--- src/rtl/fifo_arb_pkg.sv ---
// Shared encodings and field layout for the async-FIFO write-port arbiter.
package fifo_arb_pkg;

   typedef enum logic {
      IDLE  = 1'b0,
      GRANT = 1'b1
   } arb_state_e;

   // Bits needed to hold values 0..n-1, never less than one bit.
   function automatic int unsigned clog2_min1(input int unsigned n);
      return (n <= 2) ? 1 : $clog2(n);
   endfunction

   // fifo_din layout: {last, id, data}, data at the bottom.
   function automatic int unsigned data_lsb();
      return 0;
   endfunction

   function automatic int unsigned id_lsb(input int unsigned dw);
      return dw;
   endfunction

   function automatic int unsigned last_bit(input int unsigned dw, input int unsigned idw);
      return dw + idw;
   endfunction

endpackage

--- src/rtl/fifo_wr_arbiter_rr_pick.sv ---
// Combinational round-robin picker: first valid index starting at rr_ptr.
module rr_pick #(
   parameter int unsigned NUM_REQ = 4,
   parameter int unsigned ID_W    = 2
) (
   input  logic [NUM_REQ-1:0] req_valid,
   input  logic [ID_W-1:0]    rr_ptr,
   output logic               any_valid,
   output logic [ID_W-1:0]    pick_id
);

   int unsigned idx;

   // Scan rr_ptr, rr_ptr+1, ... modulo NUM_REQ; the first hit wins.
   always_comb begin
      any_valid = 1'b0;
      pick_id   = '0;
      idx       = 0;
      for (int unsigned k = 0; k < NUM_REQ; k++) begin
         idx = (32'(rr_ptr) + k) % NUM_REQ;
         if (!any_valid && req_valid[ID_W'(idx)]) begin
            any_valid = 1'b1;
            pick_id   = ID_W'(idx);
         end
      end
   end

endmodule

--- src/rtl/fifo_wr_arbiter.sv ---
// Round-robin, packet-locking arbiter sharing one async-FIFO write port.
module fifo_wr_arbiter
   import fifo_arb_pkg::*;
#(
   parameter int unsigned NUM_REQ    = 4,
   parameter int unsigned DATA_WIDTH = 8,
   parameter int unsigned MAX_BURST  = 8,
   localparam int unsigned ID_W      = clog2_min1(NUM_REQ)
) (
   input  logic                          wr_clk,
   input  logic                          rst,
   input  logic [NUM_REQ-1:0]            req_valid,
   input  logic [NUM_REQ-1:0]            req_last,
   input  logic [NUM_REQ*DATA_WIDTH-1:0] req_data,
   output logic [NUM_REQ-1:0]            req_ready,
   input  logic                          fifo_full,
   output logic                          fifo_wr_en,
   output logic [DATA_WIDTH+ID_W:0]      fifo_din,
   output logic [ID_W-1:0]               grant_id,
   output logic                          busy,
   output logic                          burst_err
);

   localparam int unsigned CNT_W    = clog2_min1(MAX_BURST + 1);
   localparam int unsigned LAST_BIT = last_bit(DATA_WIDTH, ID_W);
   localparam int unsigned ID_LSB   = id_lsb(DATA_WIDTH);
   localparam int unsigned DATA_LSB = data_lsb();

   arb_state_e             state_q;
   logic [ID_W-1:0]        grant_q;
   logic [ID_W-1:0]        rr_ptr_q;
   logic [ID_W-1:0]        rr_ptr_d;
   logic [CNT_W-1:0]       beat_cnt_q;
   logic [CNT_W-1:0]       beat_cnt_d;
   logic                   burst_err_q;

   logic                   any_valid;
   logic [ID_W-1:0]        pick_id;
   logic                   g_valid;
   logic                   g_last;
   logic [DATA_WIDTH-1:0]  g_data;
   logic                   in_grant;
   logic                   accept;
   logic                   hit_max;

   rr_pick #(
      .NUM_REQ (NUM_REQ),
      .ID_W    (ID_W)
   ) u_rr_pick (
      .req_valid (req_valid),
      .rr_ptr    (rr_ptr_q),
      .any_valid (any_valid),
      .pick_id   (pick_id)
   );

   // Select the granted requester's beat.
   always_comb begin
      g_valid = 1'b0;
      g_last  = 1'b0;
      g_data  = '0;
      for (int unsigned i = 0; i < NUM_REQ; i++) begin
         if (grant_q == ID_W'(i)) begin
            g_valid = req_valid[i];
            g_last  = req_last[i];
            g_data  = req_data[i*DATA_WIDTH +: DATA_WIDTH];
         end
      end
   end

   // Handshake, release conditions and FIFO write port; zero-latency path.
   always_comb begin
      in_grant   = (state_q == GRANT);
      accept     = in_grant && g_valid && !fifo_full;
      beat_cnt_d = beat_cnt_q + CNT_W'(1);
      hit_max    = (beat_cnt_d == CNT_W'(MAX_BURST));
      rr_ptr_d   = (grant_q == ID_W'(NUM_REQ - 1)) ? '0 : grant_q + ID_W'(1);

      req_ready  = '0;
      if (in_grant && !fifo_full) begin
         req_ready = NUM_REQ'(1) << grant_q;
      end

      fifo_wr_en = accept;
      fifo_din   = '0;
      if (accept) begin
         fifo_din[LAST_BIT]                  = g_last;
         fifo_din[ID_LSB +: ID_W]            = grant_q;
         fifo_din[DATA_LSB +: DATA_WIDTH]    = g_data;
      end

      busy      = in_grant;
      grant_id  = grant_q;
      burst_err = burst_err_q;
   end

   // Arbitration FSM: pick in IDLE, hold the port in GRANT until last or burst limit.
   always_ff @(posedge wr_clk or posedge rst) begin
      if (rst) begin
         state_q     <= IDLE;
         grant_q     <= '0;
         rr_ptr_q    <= '0;
         beat_cnt_q  <= '0;
         burst_err_q <= 1'b0;
      end else begin
         case (state_q)
            IDLE: begin
               if (any_valid) begin
                  grant_q    <= pick_id;
                  beat_cnt_q <= '0;
                  state_q    <= GRANT;
               end
            end
            GRANT: begin
               if (accept) begin
                  beat_cnt_q <= beat_cnt_d;
                  if (g_last || hit_max) begin
                     state_q  <= IDLE;
                     rr_ptr_q <= rr_ptr_d;
                  end
                  if (hit_max && !g_last) begin
                     burst_err_q <= 1'b1;
                  end
               end
            end
            default: state_q <= IDLE;
         endcase
      end
   end

endmodule

--- config.mk ---
export PLATFORM = sky130hd
export DESIGN_NAME = fifo_wr_arbiter
export DESIGN_NICKNAME = d
export VERILOG_FILES = /design/src/rtl/fifo_arb_pkg.sv /design/src/rtl/fifo_wr_arbiter_rr_pick.sv /design/src/rtl/fifo_wr_arbiter.sv
export SDC_FILE = /design/constraint.sdc
export NUM_CORES = 1
export LEC_CHECK = 0
export ABC_AREA = 1
export BUFFER_PORTS_ARGS = -buffer_cell sky130_fd_sc_hd__buf_2
export CAP_MARGIN = 25
export CORE_ASPECT_RATIO = 2
export CORE_MARGIN = 2
export CORE_UTILIZATION = 40
export CTS_CLUSTER_DIAMETER = 80
export DETAILED_ROUTE_END_ITERATION = 10
export PLACE_DENSITY = 0.74
export SYNTH_ARGS = -nofsm -noshare
export SYNTH_HDL_FRONTEND = slang
export SYNTH_HIERARCHICAL = 1
export SYNTH_SLANG_ARGS = --single-unit
--- constraint.sdc ---
create_clock -name wr_clk -period 2.05 [get_ports wr_clk]
set_clock_uncertainty 0.2 [all_clocks]
set_input_delay 0.1025 -clock wr_clk [delete_from_list [all_inputs] [get_ports wr_clk]]
set_output_delay 0.1025 -clock wr_clk [all_outputs]
set_load 0.02 [all_outputs]
==> Word level (Yosys, flattened, before mapping) <==
Index checks and enable logic that the tools add are counted.
{ "totals": {"ff_bits": 10, "out_inout_bits": 20, "word_cells": 78} }
{ "classes": {"add_sub_neg": 5, "magnitude_cmp": 4, "eq_ne": 6, "shifts": 1, "muxes": 38, "n_bitwise": 1, "reduce_logical": 18} }
{ "ops": {"columns": ["operator", "count"], "rows": [
  ["$mux W8", 4],
  ["$mux W1", 19],
  ["$lt A2 B3 Y1 const B", 4],
  ["$mux W4", 3],
  ["$mux W11", 1],
  ["$mux W2", 5],
  ["$bmux W1 S2", 4],
  ["$pmux W4 S2", 1],
  ["$logic_and A1 B1 Y1", 7],
  ["$reduce_and A3 Y1", 2],
  ["$logic_not A1 Y1", 5],
  ["$add A2 B1 Y2 const B", 2],
  ["$add A2 B2 Y2 const B", 2],
  ["$add A4 B1 Y4 const B", 1],
  ["$eq A2 B2 Y1 const B", 2],
  ["$eq A4 B4 Y1 const B", 1],
  ["$ne A2 B2 Y1 const B", 2],
  ["$reduce_and A2 Y1", 2],
  ["$shl A1 B2 Y4 const A", 1],
  ["$eq A2 B1 Y1 const B", 1],
  ["$logic_not A2 Y1", 1],
  ["$pmux W1 S2", 1],
  ["$logic_or A1 B1 Y1", 1],
  ["$not A1 Y1", 1]
]} }

==> Longest topological paths before layout <==
Gate-level depths: netlist of run 1.
{ "logic_depth": {"word_depth": 14, "depth_mapped": 12} }

==> Hierarchy <==
Netlist of run 1, hierarchy kept.
{ "by_module_without_submodules": {"columns": ["module", "n_inst", "cells_each", "area_per_inst_um2", "seq_area_each_um2"], "rows": [
  ["fifo_wr_arbiter", 1, 152, 952.2, 250.2],
  ["rr_pick", 1, 59, 319.1, 0.0]
]} }

==> Worst setup path before layout of run 1 <==
Ideal clock, no wire load.
{ "synth_path": {"path_type": "reg2out", "startpoint": "register grant_q[0], in the netlist grant_id[0]", "endpoint": "output port fifo_din[0]", "arrival_time_ns": 1.751, "required_time_ns": 1.747, "setup_slack_ns": -0.003, "path_stages_with_launch": 10, "cell_sequence": "dfrtp_1 > inv_1 > ha_1 > buf_4 > inv_2 > nand3_2 > nand2_1 > nand2_2 > buf_6 > nor2_1"} }
{ "synth_between": {"elab_chain_cells": 8, "elab_cells_between_ends": 15} }
{ "synth_lines": {"columns": ["item", "line_no", "source"], "rows": [
  ["start: declaration", "fifo_wr_arbiter.sv:30", "logic [ID_W-1:0] grant_q;"],
  ["start signal: assignment", "fifo_wr_arbiter.sv:108", "grant_q <= pick_id;"],
  ["$logic_not A2 Y1", "fifo_wr_arbiter.sv:62", "if (grant_q == ID_W'(i)) begin"],
  ["$mux W1 (4 in a row)", "fifo_wr_arbiter.sv:62", null],
  ["$logic_and A1 B1 Y1 (2 in a row)", "fifo_wr_arbiter.sv:73", "accept = in_grant && g_valid && !fifo_full;"],
  ["$mux W11 (*)", "fifo_wr_arbiter.sv:85", "if (accept) begin"],
  ["end: declaration", "fifo_wr_arbiter.sv:18", "output logic [DATA_WIDTH+ID_W:0] fifo_din,"]
]} }
Mark *: on every way between the ends. The rest lies on a longest branch, timed or not.

==> Worst setup path after layout of run 1 <==
{ "layout_path": {"startpoint": "register grant_q[1], in the netlist grant_id[1]", "endpoint": "output port fifo_din[1]"} }
Same word-level chain as after synthesis.

==> metrics.csv, run 1 <==
metric,value,unit
syn avg cell area,6.025,µm²
fraction of layout cells with a size suffix above 1,0.4552,
Post-Layout Inst Area,1951,µm²
combinational family with the most area after synthesis,simple AND/OR/NAND/NOR gates,
endpoint class of the critical path,primary output,
XOR/XNOR Fraction of Synth Area,0.006890,
Fin. Hold Viols,0,
RSZ-0062 raised after global routing,yes,
fmax,0.4867,GHz
Area growth syn-to-layout,53.44,%
Clock transition at path regs,0.04,ns
Max-cap violations,0,
"Cell Area, Placed",1650,µm²
antenna cells,0,
Rel. slew slack,0.7600,
initial core utilization,0.4074,
drt first pass iters,4,
DR vias,1639,
endpoints failing setup,1,
CP Data Required Time,1.75,ns
"CP delay by family, top",buffers and inverters,
Post-synth top flop,dfrtp_1,
CP max-delay cell,dfrtp_1,
r2r endpoint,beat_cnt_q[2]$_DFFE_PP0P_,
gr ovfl total,0,
Syn Std Cell Area,1271,µm²
Std-Cell Rows,29,
crit-path cells,inv_2 > ha_4 > inv_1 > buf_6 > nand3_1 > a21oi_1 > o22ai_1 > nor2_1 > buf_4,
CTS root buf,clkbuf_8,
Critical Path AT,1.75,ns
die area,3672,µm²
nets@finish,340,
clock sink count,10,
register area share after synthesis,0.1969,
floorplan core area,3120,µm²
Die W,43.86,µm
P_leak,1.053,nW
gpl congestion,0.8392,
WP buf/inv,4,
Routed WL per cell,12.42,µm
Power Dens Cells,1538,nW/µm²
mux contribution to synthesized area,0,
final worst setup slack,-0.004825,ns
adder-cell area share of the yosys netlist,0.04921,
Port Buf Inserts,62,
Commonest cells post-synth,"nand2_1 (70), nand3_1 (23), nor2_1 (21), inv_1 (16), a21oi_1 (13)",
DR vias/cell,5.106,
first-pass GRT wire length,5.934,mm
CP max stage delay,0.40,ns
largest net degree at the start of global routing,18,
max-slew violation count,0,
Synth Area in Compound Gates,0.1240,
CTS Buffer Depth,2,
vias in the first global route,1440,
largest cells by area after synthesis,"nand2_1 (21%), dfrtp_1 (20%), nand3_1 (9.1%)",
Peak VDD IR,1.037,mV
synth warn,6,
Synth top area share,0.2067,
Worst Setup EP,fifo_din[1],
CP Launch Type,flip-flop,
"Async S/R FF share, synth",1.000,
most frequent cell after synthesis,nand2_1,
initial antenna violation count,0,
"Clk Latency, worst-skew pair",0.23,ns
r2r setup slk,0.07,ns
ANT nets after route,0,
Routed Wire Length,3.986,mm
dpl hpwl,2.907,mm
Crit Path Max Fanout,10,
hold depth,6,
Critical Path Source,grant_id[1]$_DFFE_PP0P_,
crit share post-route,1.002,
Post-Synthesis Cells,211,
Inserted Clock Buffers,3,
WHS,0.1050,ns
critical path class,reg2out,
failing checks,setup timing,
I/O pin cnt,63,
Hold Path Class,in2reg,
Syn Nets,259,
Synth area leader,nand2_1,
WP depth,9,
"EDFF count, synth",0,
reg2reg path depth,11,
chip height,83.73,µm
Tmin final,2.055,ns
status,"complete, but fails checks",
simple-gate share of the synthesized area,0.5197,
aggregate global-route resource usage,0.2034,
Iteration-0 DRC Markers,22,
Post-route DRC,0,
"FF+latch count, synth",10,
Design Power,3.001,mW
htree depth,1,
Worst Max-Slew Pin Slew,0.3596,ns
Unique masters post-synth,25,
RR Startpoint,grant_id[1]$_DFFE_PP0P_,
CTS tree,done,
[layout make-up]
cell class | instances | area, µm²
Multi-Input combinational cell | 173 | 996.0
Tap cell | 31 | 38.79
Fill cell | 306 | 1170
Clock buffer | 3 | 41.29
Inverter | 21 | 81.33
Timing Repair Buffer | 83 | 541.8
Sequential cell | 10 | 251.5
[layout by cell type, fill, tap and decap left out, drive strengths merged, types with 4 or more instances in the layout]
cell,Yosys,layout
o22ai,8,8
clkbuf,2,4
inv,20,20
buf,6,81
dfrtp,10,10
a21oi,14,14
ha,5,5
nand2,85,86
nand3,27,27
nor2,25,25
[worst reg2reg max path, stage by stage, from the launching register on]
cell and delay (ns):
dfrtp_1 0.41, inv_2 0.14, ha_4 0.18, inv_1 0.06, nand2_1 0.08, nand3_2 0.12, nand2_4 0.13, nand2_4 0.10
buf_4 0.16, buf_4 0.14, nand3_1 0.07, o21ai_1 0.07
[report_power, final]
group | internal, mW | leakage [nW] | switching, mW
sequential | 0.267 | 0.120 | 0.0964
combinational | 1.02 | 0.912 | 1.42
clock | 0.127 | 0.0216 | 0.0626
[state kept, by name (all words and copies together), names as in the netlist]
| name | count |
|---|---|
| beat_cnt_q | 4 |
| grant_id | 2 |
| rr_ptr_q | 2 |
| burst_err | 1 |
| busy | 1 |
[worst min-delay path by stage]
stage,from,to,slack [ns]
final,req_last[3],burst_err$_DFFE_PP0P_,0.11
after global routing,req_last[3],burst_err$_DFFE_PP0P_,0.17
after CTS,req_last[3],burst_err$_DFFE_PP0P_,0.06
after detailed placement,rst,rr_ptr_q[1]$_DFFE_PP0P_,-0.11
after global placement,rst,busy$_DFF_PP0_,-0.12
after floorplan,rst,beat_cnt_q[0]$_DFFE_PP0P_,-0.26
[per-layer routing]
layer / share of wire / track usage
met5: 0 / 0
met4: 0.017 / 0.08815
met3: 0.053 / 0.02381
met2: 0.57 / 0.3743
met1: 0.36 / 0.2156
[per-stage QoR]
| step | utilization | cells | setup TNS [ns] | setup WS [ns] |
|---|---|---|---|---|
| 4_1_cts | 0.5565 | 312 | 0 | 0.001143 |
| 2_1_floorplan | - | 211 | -0.02471 | -0.003089 |
| 3_3_place_gp | 0.5289 | 307 | 0 | 0.1034 |
| 5_1_grt | 0.6251 | 321 | -0.5285 | -0.09396 |
| 3_5_place_dp | 0.5289 | 307 | 0 | 0.04981 |
| 6_report | 0.6251 | 321 | -0.004825 | -0.004825 |
[kinds of logic after synthesis]
logic type	after synthesis
simple gates	140
fa+ha+maj	5
compound gates	26
buf+inv	29
xor+xnor	1
flops	10
[repair_timing]
| item | CTS | global route |
|---|---|---|
| hold buffers | 1 | 0 |
| cloned | 0 | 2 |
| endpoints found under the hold margin | 10 | 0 |
| setup endpoints to repair | 12 | 12 |
| gates resized for setup | 9 | 35 |
| pin swaps | 1 | 3 |
| buffers inserted | 1 | 7 |
(Power assumes the default switching activity.)
==> run 2: changes to the inputs <==
--- a/config.mk
+++ b/config.mk
@@ -5,15 +5,14 @@
 export SDC_FILE = /design/constraint.sdc
 export NUM_CORES = 1
 export LEC_CHECK = 0
-export ABC_AREA = 1
 export BUFFER_PORTS_ARGS = -buffer_cell sky130_fd_sc_hd__buf_2
 export CAP_MARGIN = 25
-export CORE_ASPECT_RATIO = 2
 export CORE_MARGIN = 2
 export CORE_UTILIZATION = 40
 export CTS_CLUSTER_DIAMETER = 80
+export CTS_CLUSTER_SIZE = 28
 export DETAILED_ROUTE_END_ITERATION = 10
-export PLACE_DENSITY = 0.74
+export PLACE_DENSITY = 0.78
 export SYNTH_ARGS = -nofsm -noshare
 export SYNTH_HDL_FRONTEND = slang
 export SYNTH_HIERARCHICAL = 1
==> metrics.csv, run 2 <==
metric,value,unit,change
first-pass GRT wire length,5.430,mm,-8.5%
Clock transition at path regs,0.07,ns,+0.03 ns
mux contribution to synthesized area,0.04970,,+0.04970
Syn Std Cell Area,1032,µm²,-19%
endpoints failing setup,20,,+19
combinational family with the most area after synthesis,simple AND/OR/NAND/NOR gates,,
initial core utilization,0.4205,,+0.01311
fmax,0.4343,GHz,-11%
CP max-delay cell,dfrtp_2,,
Synth area leader,dfrtp_1,,
Peak VDD IR,1.172,mV,+13%
max-slew violation count,0,,unchanged
CP max stage delay,0.44,ns,+0.04 ns
DR vias,1442,,-12%
final worst setup slack,-0.2528,ns,-0.2479 ns
crit-path cells,buf_6 > ha_4 > buf_4 > nor2b_4 > a221oi_2 > nor3_1 > a21oi_2 > nor2_4 > buf_6,,
nets@finish,275,,-19%
I/O pin cnt,63,,unchanged
Area growth syn-to-layout,102.8,%,
Fin. Hold Viols,0,,unchanged
"Async S/R FF share, synth",1.000,,unchanged
"FF+latch count, synth",10,,unchanged
htree depth,1,,unchanged
Hold Path Class,in2reg,,
most frequent cells in the layout,"buf_2 (50), buf_6 (24), buf_4 (23)",,
CTS Buffer Depth,2,,unchanged
largest net degree at the start of global routing,14,,-4
dpl hpwl,2.567,mm,-12%
Top reg by flops,beat_cnt_q,,
Routed Wire Length,4.629,mm,+16%
Power Dens Cells,1544,nW/µm²,+0.37%
Post-route DRC,0,,unchanged
Port Buf Inserts,62,,unchanged
aggregate global-route resource usage,0.2580,,+0.05460
Crit Path Max Fanout,5,,-5
die area,3003,µm²,-18%
DR vias/cell,5.633,,+10%
Commonest cells post-synth,"a21oi_1 (13), nor2_1 (13), nor2b_1 (12), dfrtp_1 (10), nand2_1 (9)",,
XOR/XNOR Fraction of Synth Area,0.01697,,+0.01008
hold depth,5,,-1
largest cells by area after synthesis,"dfrtp_1 (24%), nor2b_1 (7.3%), a221oi_1 (6.8%)",,
Post-synth top flop,dfrtp_1,,
Inserted Clock Buffers,3,,unchanged
Routed WL per cell,18.08,µm,+46%
Die W,54.80,µm,+25%
status,"complete, but fails checks",,
Max-cap violations,0,,unchanged
ANT nets after route,0,,unchanged
syn avg cell area,7.940,µm²,+32%
failing checks,setup timing,,
Synth top area share,0.2424,,+0.03573
Fill cells,114,,-63%
Design Power,3.232,mW,+7.7%
synth warn,6,,unchanged
register area share after synthesis,0.2424,,+0.04557
CTS root buf,clkbuf_4,,
"Clk Latency, worst-skew pair",0.29,ns,+0.06 ns
gpl congestion,0.7937,,-5.4%
reg2reg path depth,10,,-1
P_leak,0.9656,nW,-8.3%
simple-gate share of the synthesized area,0.2861,,-0.2336
drt first pass iters,4,,unchanged
floorplan core area,2455,µm²,-21%
Largest register FFs,4,,unchanged
RSZ-0062 raised after global routing,yes,,
CTS tree,done,,
chip height,54.80,µm,-35%
Tmin final,2.303,ns,+0.2479 ns
clock sink count,10,,unchanged
fraction of layout cells with a size suffix above 1,0.7124,,+0.2572
Critical Path AT,2.00,ns,+0.25 ns
CP Launch Type,flip-flop,,
Final Util,0.8527,,+0.2276
critical path class,reg2out,,
Unique masters post-synth,35,,+40%
vias in the first global route,1240,,-14%
Iteration-0 DRC Markers,19,,-14%
endpoint class of the critical path,primary output,,
Syn Nets,178,,-31%
"commonest non-fill, non-tap cell in the layout",buf_2,,
gr ovfl total,0,,unchanged
initial antenna violation count,0,,unchanged
"EDFF count, synth",0,,unchanged
Std-Cell Rows,18,,-38%
Rel. slew slack,0.7280,,-0.03195
Post-Synthesis Cells,130,,-38%
antenna cells,0,,unchanged
Synth Area in Compound Gates,0.2655,,+0.1414
crit-path most repeated cell,buf_6,,
crit share post-route,1.123,,+0.1209
adder-cell area share of the yosys netlist,0.06061,,+0.01139
Worst Max-Slew Pin Slew,0.4075,ns,+0.04787 ns
CP Data Required Time,1.75,ns,about the same
## run 2: metal layers
| layer | global-route usage | up-vias | share of wire |
|---|---|---|---|
| met1 | 0.2508 | 669 | 0.35 |
| met3 | 0.03825 | 22 | 0.068 |
| met5 | 0 | - | 0 |
| met2 | 0.5159 | 100 | 0.54 |
| li1 | - | 651 | - |
| met4 | 0.1208 | 0 | 0.045 |
## run 2: power by group
group	total, mW	switching, mW	internal, mW
sequential	0.401	0.122	0.279
clock	0.189	0.0805	0.108
combinational	2.64	1.33	1.31
total	3.23	1.53	1.70
## run 2: worst paths after layout
kind	from	to	slack, ns
setup / recovery	grant_id[0]$_DFFE_PP0P_	fifo_din[1]	-0.25
hold / removal	req_valid[3]	grant_id[1]$_DFFE_PP0P_	0.05
setup reg to reg	grant_id[0]$_DFFE_PP0P_	rr_ptr_q[0]$_DFFE_PP0P_	-0.20
hold reg to reg	burst_err$_DFFE_PP0P_	burst_err$_DFFE_PP0P_	0.28
max in group asynchronous	rst	grant_id[0]$_DFFE_PP0P_	1.20
min in group asynchronous	rst	beat_cnt_q[1]$_DFFE_PP0P_	0.14
## run 2: layout make-up
cell class / count / area [µm²] / share of cell area
repair buffers: 98 / 703.2 / 0.3359
multi-input cells: 105 / 1022 / 0.4883
well taps: 30 / 37.54 / 0.01793
flip-flops and latches: 10 / 252.7 / 0.1207
clock buffers: 4 / 36.28 / 0.01733
inverters: 9 / 41.29 / 0.01973
## run 2: repair_timing
item	in CTS	in global routing
resized for setup	66	31
endpoints found under the hold margin	10	0
setup buffers	15	11
pin swaps	9	14
cloned	2	0
setup endpoints to repair	15	20
hold buffers	1	0
## run 2: kinds of logic (layout without fill, tap and decap cells)
group | count (synthesis) | after routing
adders and majority gates | 5 | 5
and+or+nand+nor | 56 | 57
muxes | 4 | 4
buffers and inverters | 16 | 111
xor gates and xnor gates | 2 | 2
DFF | 10 | 10
AOI/OAI and AO/OA | 37 | 37
## run 2: worst max-delay path: cells and delay by family, from the launching register on
| kind | cells | cell delay [ns] |
|---|---|---|
| and+or+nand+nor | 3 | 0.52 |
| adders and majority gates | 1 | 0.18 |
| buffers and inverters | 3 | 0.40 |
| DFF | 1 | 0.44 |
| AOI/OAI and AO/OA | 2 | 0.18 |
## run 2: metrics by stage
step                      setup TNS, ns  area, µm²  hold WS, ns  instances  setup slack, ns
after CTS                        -2.042       1861      0.06126        246          -0.1478
after detailed placement        -0.3265       1440     -0.09709        225         -0.09406
after floorplan                 -0.1277       1062      -0.2575        130         -0.06383
after global placement                0       1440      -0.1038        225          0.03477
after global routing             -4.305       2093       0.1322        256          -0.2979
final                            -3.223       2093      0.05357        256          -0.2528
==> run 3: changes to the inputs <==
--- a/config.mk
+++ b/config.mk
@@ -12,8 +12,7 @@
 export CTS_CLUSTER_DIAMETER = 80
 export CTS_CLUSTER_SIZE = 28
 export DETAILED_ROUTE_END_ITERATION = 10
-export PLACE_DENSITY = 0.78
+export PLACE_DENSITY = 0.79
 export SYNTH_ARGS = -nofsm -noshare
 export SYNTH_HDL_FRONTEND = slang
-export SYNTH_HIERARCHICAL = 1
 export SYNTH_SLANG_ARGS = --single-unit
==> constraint.sdc (replaced) <==
create_clock -name wr_clk -period 2.8 [get_ports wr_clk]
set_clock_uncertainty 0.2 [all_clocks]
set_input_delay 0.14 -clock wr_clk [delete_from_list [all_inputs] [get_ports wr_clk]]
set_output_delay 0.14 -clock wr_clk [all_outputs]
set_load 0.02 [all_outputs]
==> metrics.csv, run 3 <==
metric,value,unit,change
Peak VDD IR,0.7361,mV,-37%
"Cell Area, Placed",1339,µm²,-7.0%
Inserted Clock Buffers,3,,unchanged
most frequent cell after synthesis,nor2_1,,
Tmin final,2.633,ns,
initial antenna violation count,0,,unchanged
syn avg cell area,8.072,µm²,+1.7%
Post-route DRC,0,,unchanged
clock sink count,10,,unchanged
"EDFF count, synth",0,,unchanged
synth warn,0,,-6
antenna cells,0,,unchanged
vias in the first global route,1044,,-16%
CP max-delay cell,ha_1,,
CP Launch Type,flip-flop,,
crit share post-route,0.9402,,
largest net degree at the start of global routing,22,,+8
Std-Cell Rows,18,,unchanged
Iteration-0 DRC Markers,28,,+9
"FF+latch count, synth",10,,unchanged
fraction of layout cells with a size suffix above 1,0.4415,,-0.2709
Syn Std Cell Area,1001,µm²,-3.0%
Area growth syn-to-layout,39.38,%,
final worst setup slack,0.1675,ns,+0.4202 ns
Routed Wire Length,2.907,mm,-37%
nets@finish,237,,-14%
Unique masters post-synth,39,,+11%
Critical Path AT,2.29,ns,+0.29 ns
Reg area,250.2,µm²,-0.99%
critical path class,reg2out,,
origin of the worst min-delay path,req_valid[3],,
aggregate global-route resource usage,0.1997,,-0.05832
status,finished clean,,
die area,2919,µm²,-2.8%
Worst Max-Slew Pin Slew,0.4313,ns,+0.02378 ns
XOR/XNOR Fraction of Synth Area,0.01750,,+0.0005303
combinational family with the most area after synthesis,simple AND/OR/NAND/NOR gates,,
Fin. Hold Viols,0,,unchanged
drt first pass iters,4,,unchanged
register area share after synthesis,0.2500,,+0.007576
first-pass GRT wire length,4.236,mm,-22%
fmax,0.3799,GHz,
I/O pin cnt,63,,unchanged
RR Startpoint,grant_id[1]$_DFFE_PP0P_,,
crit-path cells,inv_1 > ha_1 > o21ai_0 > a32oi_2 > buf_4 > nor2_1 > buf_2,,
r2r setup slk,0.32,ns,+0.52 ns
initial core utilization,0.4115,,-0.008967
most frequent cells in the layout,"buf_2 (62), nor2_1 (14), a21oi_1 (13)",,
area taken by multi-input logic gates,699.4,µm²,-32%
"commonest non-fill, non-tap cell in the layout",buf_2,,
Top reg by flops,beat_cnt_q,,
P_leak,0.7318,nW,-24%
chip height,54.03,µm,-1.4%
endpoints failing setup,0,,-100%
CTS tree,done,,
Die W,54.03,µm,-1.4%
final std cells w/o fill,218,,-15%
Max-cap violations,0,,unchanged
Min-Delay Endpoint,grant_id[1]$_DFFE_PP0P_,,
dpl hpwl,2.309,mm,-10%
gpl congestion,0.7396,,-6.8%
Post-Synthesis Cells,124,,-4.6%
largest cells by area after synthesis,"dfrtp_1 (25%), a221oi_1 (7.0%), nor2b_1 (6.9%)",,
Commonest cells post-synth,"nor2_1 (14), a21oi_1 (13), nor2b_1 (11), dfrtp_1 (10)",,
WP buf/inv,3,,unchanged
Rel. slew slack,0.7114,,-0.01662
CP max stage delay,0.44,ns,about the same
adder-cell area share of the yosys netlist,0.06250,,+0.001894
DR vias,1137,,-21%
Clock transition at path regs,0.06,ns,about the same
max-slew violation count,0,,unchanged
Hold Path Class,in2reg,,
Place WS,0.3432,ns,+0.4373 ns
Syn Nets,172,,-3.4%
Synth area leader,dfrtp_1,,
reg2reg path depth,8,,-2
Largest register FFs,4,,unchanged
gr ovfl total,0,,unchanged
CTS Buffer Depth,2,,unchanged
mux contribution to synthesized area,0.05125,,+0.001553
aggregate negative setup slack,0,ns,+3.223 ns
CTS root buf,clkbuf_4,,
r2r endpoint,rr_ptr_q[0]$_DFFE_PP0P_,,
WHS,0.05009,ns,-0.003471 ns
endpoint class of the critical path,primary output,,
floorplan core area,2432,µm²,-0.92%
Post-synth top flop,dfrtp_1,,
simple-gate share of the synthesized area,0.2913,,+0.005189
Fill cells,211,,+85%
ANT nets after route,0,,unchanged
Routed WL per cell,13.33,µm,-26%
CP Data Required Time,2.46,ns,+0.71 ns
Port Buf Inserts,62,,unchanged
htree depth,1,,unchanged
"Clk Latency, worst-skew pair",0.27,ns,-0.02 ns
placed instance count,212,,-5.8%
Power Dens Cells,943.9,nW/µm²,-39%
Synth Area in Compound Gates,0.2738,,+0.008295
hold depth,3,,-2
Synth top area share,0.2500,,+0.007576
"CP delay by family, top",buffers and inverters,,
"Async S/R FF share, synth",1.000,,unchanged
Crit Path Max Fanout,13,,+8
Post-Layout Inst Area,1395,µm²,-33%
DR vias/cell,5.216,,-7.4%
## run 3: cell count changes after synthesis, moves of 2 or more
cell	delta
nand3_1	-4
o21ai_0	-3
nor3b_1	+2
buf_2	+2
nand2_1	-2
buf_6	-2
inv_1	-3
## run 3: what timing repair did
item	4_1_cts	5_1_grt
setup endpoints to repair	0	11
hold buffers	1	0
gates resized for setup	0	1
buffers inserted	0	1
hold endpoints to repair	10	0
## run 3: final cells by class
type | count | share of cell area
flip-flops and latches | 10 | 0.1794
clock buffers | 4 | 0.02601
well taps | 30 | 0.02691
repair buffers | 67 | 0.2511
inverters | 5 | 0.01525
multi-input cells | 102 | 0.5013
## run 3: worst reg2reg max path, cell delays in order, from the launching register on
cell	delay, ns
dfrtp_1	0.42
inv_1	0.14
ha_1	0.44
o21ai_0	0.20
a32oi_2	0.34
buf_4	0.19
inv_4	0.05
o21ai_4	0.07
mux2_4	0.31
## run 3: metrics by stage
stage	power, mW	util
after floorplan	0.9339	-
after global placement	1.134	0.5504
after detailed placement	1.170	0.5504
after CTS	1.307	0.5694
after global routing	1.428	0.5736
final	1.317	0.5736
## run 3: worst max-delay path by stage
stage                            start  cells past startpoint  slack, ns                       to
3_5_place_dp   grant_id[1]$_DFFE_PP0P_                      7       0.34  rr_ptr_q[0]$_DFFE_PP0P_
5_1_grt        grant_id[1]$_DFFE_PP0P_                      8     -0.005              fifo_din[7]
4_1_cts        grant_id[1]$_DFFE_PP0P_                      7       0.12              fifo_din[0]
2_1_floorplan  grant_id[0]$_DFFE_PP0P_                      7       0.58  rr_ptr_q[0]$_DFFE_PP0P_
6_report       grant_id[1]$_DFFE_PP0P_                      7       0.17              fifo_din[0]
3_3_place_gp   grant_id[1]$_DFFE_PP0P_                      7       0.50  rr_ptr_q[0]$_DFFE_PP0P_
## run 3: kinds of logic (layout without fill, tap and decap cells)
| group | after synthesis | count (layout) |
|---|---|---|
| compound gates | 37 | 37 |
| xor+xnor | 2 | 2 |
| fa+ha+maj | 5 | 5 |
| buf+inv | 12 | 76 |
| flops | 10 | 10 |
| mux | 4 | 4 |
| simple gates | 54 | 54 |
## run 3: metal layers
layer | vias up | share of wire | GRT usage
li1 | 577 | - | -
met1 | 507 | 0.43 | 0.2092
met2 | 51 | 0.48 | 0.3963
met3 | 2 | 0.089 | 0.05833
met4 | 0 | 0.0028 | 0.02500
met5 | - | 0 | 0
## run 3: power by group
| part | leakage [nW] | switching (mW) | internal [mW] |
|---|---|---|---|
| clock | 0.0210 | 0.0525 | 0.0791 |
| sequential | 0.127 | 0.0668 | 0.196 |
| combinational | 0.584 | 0.526 | 0.396 |
